<file path="config.mk">
export PLATFORM = sky130hd
export DESIGN_NAME = fifo4_drain
export DESIGN_NICKNAME = d
export VERILOG_FILES = /design/src/rtl/fifo4_drain.sv
export SDC_FILE = /design/constraint.sdc
export NUM_CORES = 1
export LEC_CHECK = 0
export ABC_CLOCK_PERIOD_IN_PS = 2050
export CAP_MARGIN = 25
export CORE_AREA = 8 8 76 78
export DETAILED_ROUTE_END_ITERATION = 10
export DIE_AREA = 0 0 84 86
export GPL_ROUTABILITY_DRIVEN = 1
export HOLD_SLACK_MARGIN = 0.08
export SYNTH_ARGS = -nofsm -noshare
export SYNTH_HDL_FRONTEND = slang
export SYNTH_SLANG_ARGS = --single-unit
export TNS_END_PERCENT = 1
</file>
<file path="constraint.sdc">
create_clock -name clk -period 2.05 [get_ports clk]
set_input_delay 0.41 -clock clk [delete_from_list [all_inputs] [get_ports clk]]
set_output_delay 0.41 -clock clk [all_outputs]
set_load 0.02 [all_outputs]
</file>
<file path="src/rtl/fifo4_drain.sv">
// fifo4_drain: clocked read-side controller for the 4-entry strobe FIFO.
// Optional word counter enabled with `define FIFO4_DRAIN_CNT_EN.
//
// Ports:
//   clk, clrn           clock (rising edge), async active-low reset
//   enable              allow a new transfer to start (sampled in IDLE)
//   fifo_empty          FIFO empty flag, asynchronous to clk
//   fifo_dout           FIFO head word
//   fifo_read           registered pop strobe, PULSE_CYC cycles wide
//   out_data/out_valid  captured word and its valid flag
//   out_ready           consumer accept
//   busy                controller not idle
//   drained_cnt         delivered word count (0 when counter disabled)
module fifo4_drain #(
   parameter int WIDTH       = 8,
   parameter int SYNC_STAGES = 2,
   parameter int SETTLE_CYC  = 1,
   parameter int PULSE_CYC   = 2
) (
   input  logic             clk,
   input  logic             clrn,
   input  logic             enable,
   input  logic             fifo_empty,
   input  logic [WIDTH-1:0] fifo_dout,
   output logic             fifo_read,
   output logic [WIDTH-1:0] out_data,
   output logic             out_valid,
   input  logic             out_ready,
   output logic             busy,
   output logic [15:0]      drained_cnt
);

   typedef enum logic [2:0] {
      IDLE,
      SETTLE,
      CAPTURE,
      POP,
      GAP,
      HOLD
   } state_t;

   localparam logic [3:0] SETTLE_LAST = 4'(SETTLE_CYC - 1);
   localparam logic [3:0] PULSE_LAST  = 4'(PULSE_CYC - 1);
   localparam logic [3:0] GAP_LAST    = 4'(SYNC_STAGES);

   state_t state_q, state_n;
   logic [3:0] cnt_q, cnt_n;
   logic [SYNC_STAGES-1:0] sync_q;
   logic empty_s;
   logic hs;

   assign empty_s = sync_q[SYNC_STAGES-1];
   assign hs      = out_valid & out_ready;
   assign busy    = (state_q != IDLE);

   // Reset to all-ones so the flag reads empty until really sampled.
   always_ff @(posedge clk or negedge clrn) begin
      if (!clrn) begin
         sync_q <= '1;
      end else begin
         sync_q <= {sync_q[SYNC_STAGES-2:0], fifo_empty};
      end
   end

   always_comb begin
      state_n = state_q;
      cnt_n   = cnt_q;
      unique case (state_q)
         IDLE: begin
            if (enable && !empty_s) begin
               state_n = SETTLE;
               cnt_n   = '0;
            end
         end
         SETTLE: begin
            if (empty_s) begin
               state_n = IDLE;
            end else if (cnt_q == SETTLE_LAST) begin
               state_n = CAPTURE;
               cnt_n   = '0;
            end else begin
               cnt_n = cnt_q + 4'd1;
            end
         end
         CAPTURE: begin
            state_n = POP;
            cnt_n   = '0;
         end
         POP: begin
            if (cnt_q == PULSE_LAST) begin
               state_n = GAP;
               cnt_n   = '0;
            end else begin
               cnt_n = cnt_q + 4'd1;
            end
         end
         GAP: begin
            // Skip HOLD if the word was already taken during POP/GAP.
            if (cnt_q == GAP_LAST) begin
               state_n = (out_valid && !out_ready) ? HOLD : IDLE;
               cnt_n   = '0;
            end else begin
               cnt_n = cnt_q + 4'd1;
            end
         end
         HOLD: begin
            if (hs) begin
               state_n = IDLE;
            end
         end
         default: begin
            state_n = IDLE;
            cnt_n   = '0;
         end
      endcase
   end

   always_ff @(posedge clk or negedge clrn) begin
      if (!clrn) begin
         state_q   <= IDLE;
         cnt_q     <= '0;
         fifo_read <= 1'b0;
         out_valid <= 1'b0;
         out_data  <= '0;
      end else begin
         state_q   <= state_n;
         cnt_q     <= cnt_n;
         // Strobe follows the next state so it is a clean flop output.
         fifo_read <= (state_n == POP);
         if (state_q == CAPTURE) begin
            out_valid <= 1'b1;
            out_data  <= fifo_dout;
         end else if (hs) begin
            out_valid <= 1'b0;
         end
      end
   end

`ifdef FIFO4_DRAIN_CNT_EN
   logic [15:0] drained_q;

   always_ff @(posedge clk or negedge clrn) begin
      if (!clrn) begin
         drained_q <= '0;
      end else if (hs) begin
         drained_q <= drained_q + 16'd1;
      end
   end

   assign drained_cnt = drained_q;
`else
   assign drained_cnt = 16'h0000;
`endif

endmodule

</file>
; ---- Yosys cells after proc, flatten, opt, wreduce, memory -nomap -nowiden
; Index checks and enable logic that the tools add are counted.
; W data, S select, Z words.
[totals]
register_bits = 19
wordCells = 44
out_inout_bits = 27
[classes]
n_bitwise = 2
n_addsub = 1
reduce_logical = 9
muxes = 16
eq_ne = 10
[op_table]
columns = cell, n
row1 = $mux W3, 7
row2 = $mux W4, 5
row3 = $pmux W4 S5, 1
row4 = $pmux W3 S6, 1
row5 = $eq A3 B2 Y1 const B, 3
row6 = $eq A3 B3 Y1 const B, 2
row7 = $add A4 B1 Y4 const B, 1
row8 = $eq A4 B1 Y1 const B, 1
row9 = $eq A4 B2 Y1 const B, 1
row10 = $logic_not A4 Y1, 1
row11 = $ne A2 B2 Y1 const B, 2
row12 = $eq A3 B1 Y1 const B, 1
row13 = $logic_not A3 Y1, 1
row14 = $reduce_and A3 Y1, 1
row15 = $reduce_bool A3 Y1, 1
row16 = $logic_and A1 B1 Y1, 2
row17 = $logic_not A1 Y1, 2
row18 = $mux W1, 2
row19 = $reduce_bool A2 Y1, 1
row20 = $and A1 B1 Y1, 1
row21 = $not A1 Y1, 1

; ---- Logic depth before layout (Yosys ltp)
[depth]
depth_word = 6
depth_mapped = 6
depth_no_buf = 6

; ---- Worst setup path before layout
; Ideal clock, no wire load.
[synth_timing]
path_type = register -> register
startpoint = register cnt_q[0]
endpoint = register cnt_q[2]
t_arrival_ns = 1.426
path_slack_ns = 0.484
setup_time_ns = 0.139
t_required_ns = 1.911
stages_incl_launch_ff = 7
n_path_buf = 0
path_cell_list = dfrtp_1 -> inv_1 -> ha_1 -> nor3b_1 -> o32ai_2 -> o211ai_1 -> o311ai_2
[synth_between]
elab_chain_len = 4
elab_cells_between_ends = 9
[synth_lines]
columns = element, line
row1 = from (decl), 47  ; logic [3:0] cnt_q, cnt_n;
row2 = from (signal assigned), 127  ; cnt_q <= cnt_n;
row3 = $add A4 B1 Y4 or $logic_not A4 Y1 (tied branches), --
row4 = $mux W4, 78  ; end else if (cnt_q == SETTLE_LAST) begin
row5 = $mux W4, 76  ; if (empty_s) begin
row6 = $pmux W4 S5 (*), 68  ; unique case (state_q)
; Every way passes the cells marked *; elsewhere a longest branch is shown, timed or not. The select of a mux whose other input is x is not followed.
; A chain may end at the register's enable or synchronous reset.

; ---- Final worst setup path
[layout_timing]
startpoint = register state_q[1]
endpoint = output busy
[layout_between]
elab_chain_len = 1
[layout_lines]
columns = element, line
row1 = from (decl), 46  ; state_t state_q, state_n;
row2 = from (signal assigned), 126  ; state_q <= state_n;
row3 = $reduce_bool A3 Y1, 54  ; assign busy = (state_q != IDLE);
row4 = to (decl), 29  ; output logic busy,
; No other way between the ends.

==> results.tsv <==
stage	metric	value	unit
floorplan	row cnt	25	
sta	Tmin final	1.97	ns
grt	M3 GR Usage	0.0294	
logic_synthesis	largest family of logic cells by synthesized area	compound AO/OA/AOI/OAI gates	
floorplan	Starting Density	0.241	
worst_setup_path	R2R Path Start	cnt_q[0]$_DFFE_PN0P_	
floorplan	die height	86	um
min_path	worst hold start	sync_q[0]$_DFF_PN1_	
sta	Slew Limit Fails	0	
clock_tree	total CTS buffers	3	
power	worst vdd ir	0.514	mV
grt	vias in the first global route	773	
logic_synthesis	mean post-synth cell area	11.1	um^2
clock_tree	Clock Path Buffers	2	
sta	Final Cycle Share	0.960	
grt	initial antenna violation count	0	
clock_tree	clock latency on the worst-skew pair	0.26	ns
worst_setup_path	Critical Path Slowest Stage Cell	clkdlybuf4s50_1	
logic_synthesis	compound-gate portion of the synthesized area	0.171	
worst_setup_path	CP peak stage delay	0.54	ns
sta	RSZ-0062 raised after global routing	false	
floorplan	core area	4600	um^2
logic_synthesis	post-synth cell types	36	
placed_design	post-DP HPWL	1880	um
finish	nets	146	
route	Routed WL	2330	um
logic_synthesis	area share of the largest cell type after synthesis	0.385	
placed_design	GPL Wtd Cong	0.855	
logic_synthesis	asr flop ratio synth	1.00	
route	Routed Antenna Nets	0	
worst_setup_path	R2R Setup Slk	0.29	ns
logic_synthesis	biggest area consumer among synthesized cells	dfrtp_1	
sta	worst clock skew	0.00446	ns
finish	layout cells sized above 1	0.227	
clock_tree	clock slew at reported path FFs	0.06	ns
power	static leakage	0.588	nW
route	Pre-antenna DRT Iters	6	
logic_synthesis	ys flop type	dfrtp_1	
clock_tree	Clock Sinks	19	
sta	Fmax	508	MHz
run	max cap viols	0	
route	1st-iter DRT viols	62	
min_path	Hold Path End	sync_q[1]$_DFF_PN1_	
logic_synthesis	mux contribution to synthesized area	0.0814	
floorplan	die area	7220	um^2
logic_synthesis	Gate Count Post-Synth	100	
floorplan	# IOs	40	
logic_synthesis	Synth Area in XOR/XNOR	0	
placed_design	dpl cells	178	
sta	Setup TNS	0	ns
worst_setup_path	CP Buf/Inv Count	2	
worst_setup_path	CP Capture Type	output pin	
worst_setup_path	Crit Path Category	register to output pin	
logic_synthesis	top post-synthesis cells by count	dfrtp_1, buf_4, mux2_2, inv_1, nand2_1	
power	Cell Pwr Density	1410	nW/um^2
worst_setup_path	path depth of the worst reg2reg path	6	
route	Via Count	773	
logic_synthesis	Post-synth EDFFs	0	
sta	endpoints failing hold	0	
logic_synthesis	mapped cell area	1110	um^2
clock_tree	CTS Root Cell	clkbuf_8	
logic_synthesis	most common cell in the synthesized netlist	dfrtp_1	
worst_setup_path	crit path cell chain	nor3_2 > inv_1 > clkdlybuf4s50_1	
finish	Final Non-Filler Cells	182	
logic_synthesis	#FFs+latches synth	19	
logic_synthesis	Post-Synth Simple-Gate Area	0.120	
worst_setup_path	Top delay family on crit path	buffers and inverters	
placed_design	IO buf count	23	
finish	ant diodes	0	
logic_synthesis	Ys Warns	0	
worst_setup_path	CP max FO	8	
clock_tree	# Post-CTS Setup Buffers	0	
floorplan	chip width	84	um
worst_setup_path	worst path required time	1.64	ns
grt	pin count of the biggest net entering global routing	20	
clock_tree	H-tree depth	1	
logic_synthesis	Seq/Total Area, Yosys	0.432	
logic_synthesis	top area cells in the synthesized netlist	dfrtp_1, buf_4, mux2_2, dfstp_2, ha_1	
finish	area grow syn2layout	27.0	%
worst_setup_path	Setup crit start kind	register	
grt	met1 usage	0.0701	
clock_tree	TritonCTS clock tree	done	
logic_synthesis	Adder-Cell Fraction of Synth Area	0.0452	
route	vias per std cell	4.25	
min_path	Min-Delay Path Class	register to register	
route	Avg WL per Cell	12.8	um
grt	first-pass GRT wire length	3860	um
status	status	finished clean	
clock_tree	cts hold-fix bufs	0	
sta	# setup viols final	0	
worst_setup_path	reg2reg end	cnt_q[2]$_DFFE_PN0P_	
route	DR DRC count	0	
grt	gr ovfl total	0	
min_path	Worst Hold Path Cells	0	
grt	global-route met2 utilization	0.109	
grt	busiest grt layer	met2	
worst_setup_path	Worst EP arrival	1.56	ns
grt	overall routing resource usage	0.0670	
[kinds of logic (layout without fill, tap and decap cells)]
group | Yosys count | in the layout
other | 1 | 16
and+or+nand+nor | 24 | 24
DFF | 19 | 19
adders and majority gates | 4 | 4
AOI/OAI and AO/OA | 19 | 19
muxes | 8 | 8
buffers and inverters | 25 | 38
[sequential cells by signal (all words and copies together) (netlist names)]
name and flops:
state_q 3, out_data 8, fifo_read 1, sync_q 2, out_valid 1, cnt_q 4
[routing by layer]
layer	up-vias	part of all wire
li1	373	-
met1	364	0.42
met2	29	0.50
met3	7	0.057
met4	0	0.023
met5	-	0
[worst max-delay path by stage]
stage                                     from                   end  slack, ns  cells past startpoint
after CTS                 state_q[1]$_DFF_PN0_                  busy       0.05                      3
after global placement    state_q[1]$_DFF_PN0_                  busy       0.32                      3
after detailed placement  state_q[1]$_DFF_PN0_                  busy       0.25                      3
after global routing      state_q[1]$_DFF_PN0_                  busy       0.02                      3
after floorplan           cnt_q[0]$_DFFE_PN0P_  cnt_q[2]$_DFFE_PN0P_       0.48                      6
final                     state_q[1]$_DFF_PN0_                  busy       0.08                      3
[power breakdown]
group,total [mW],internal [mW],switching (mW)
combinational,1.08,0.528,0.557
sequential,0.635,0.524,0.112
clock,0.256,0.138,0.118
total,1.98,1.19,0.786
[layout by cell type (no fill, tap or decap), types with 3 or more instances in the layout]
cell and count:
a21oi_1 3, buf_4 4, clkbuf_8 3, clkdlybuf4s50_1 23, conb_1 16, dfrtp_1 16, ha_1 4, inv_1 6
mux2_2 8, nand2_1 5, nor2_1 4, o211ai_1 4
[per-stage QoR]
stage	hold slack (ns)	total power, mW	setup slack [ns]	utilization	area [um^2]
2_1_floorplan	0.114	1.34	0.484	-	1160
3_3_place_gp	0.347	1.70	0.316	0.294	1350
3_5_place_dp	0.348	1.73	0.254	0.294	1350
4_1_cts	0.357	2.00	0.0466	0.305	1400
5_1_grt	0.360	2.12	0.0234	0.306	1410
6_report	0.356	1.98	0.0812	0.306	1410
[worst reg2reg max path, cell delays in order (launching register included)]
cell      delay (ns)
dfrtp_1         0.43
inv_1           0.11
ha_1            0.16
nor3b_1         0.38
o32ai_2         0.21
o211ai_1        0.23
o311ai_2        0.12
[repair_timing]
item                                    in CTS  in global routing
endpoints found under the setup margin       1                  1
endpoints found under the hold margin        0                  0
gates cloned                                 0                  0
resized for setup                            1                  1
[final cells by class]
| class | instances | area (um^2) |
|---|---|---|
| inverters | 7 | 26.3 |
| well taps | 54 | 67.6 |
| clock buffers | 4 | 45.0 |
| multi-input cells | 71 | 527 |
| fillers | 455 | 3190 |
| flip-flops and latches | 19 | 479 |
| repair buffers | 27 | 260 |
Power figures use the tool's default switching activity.
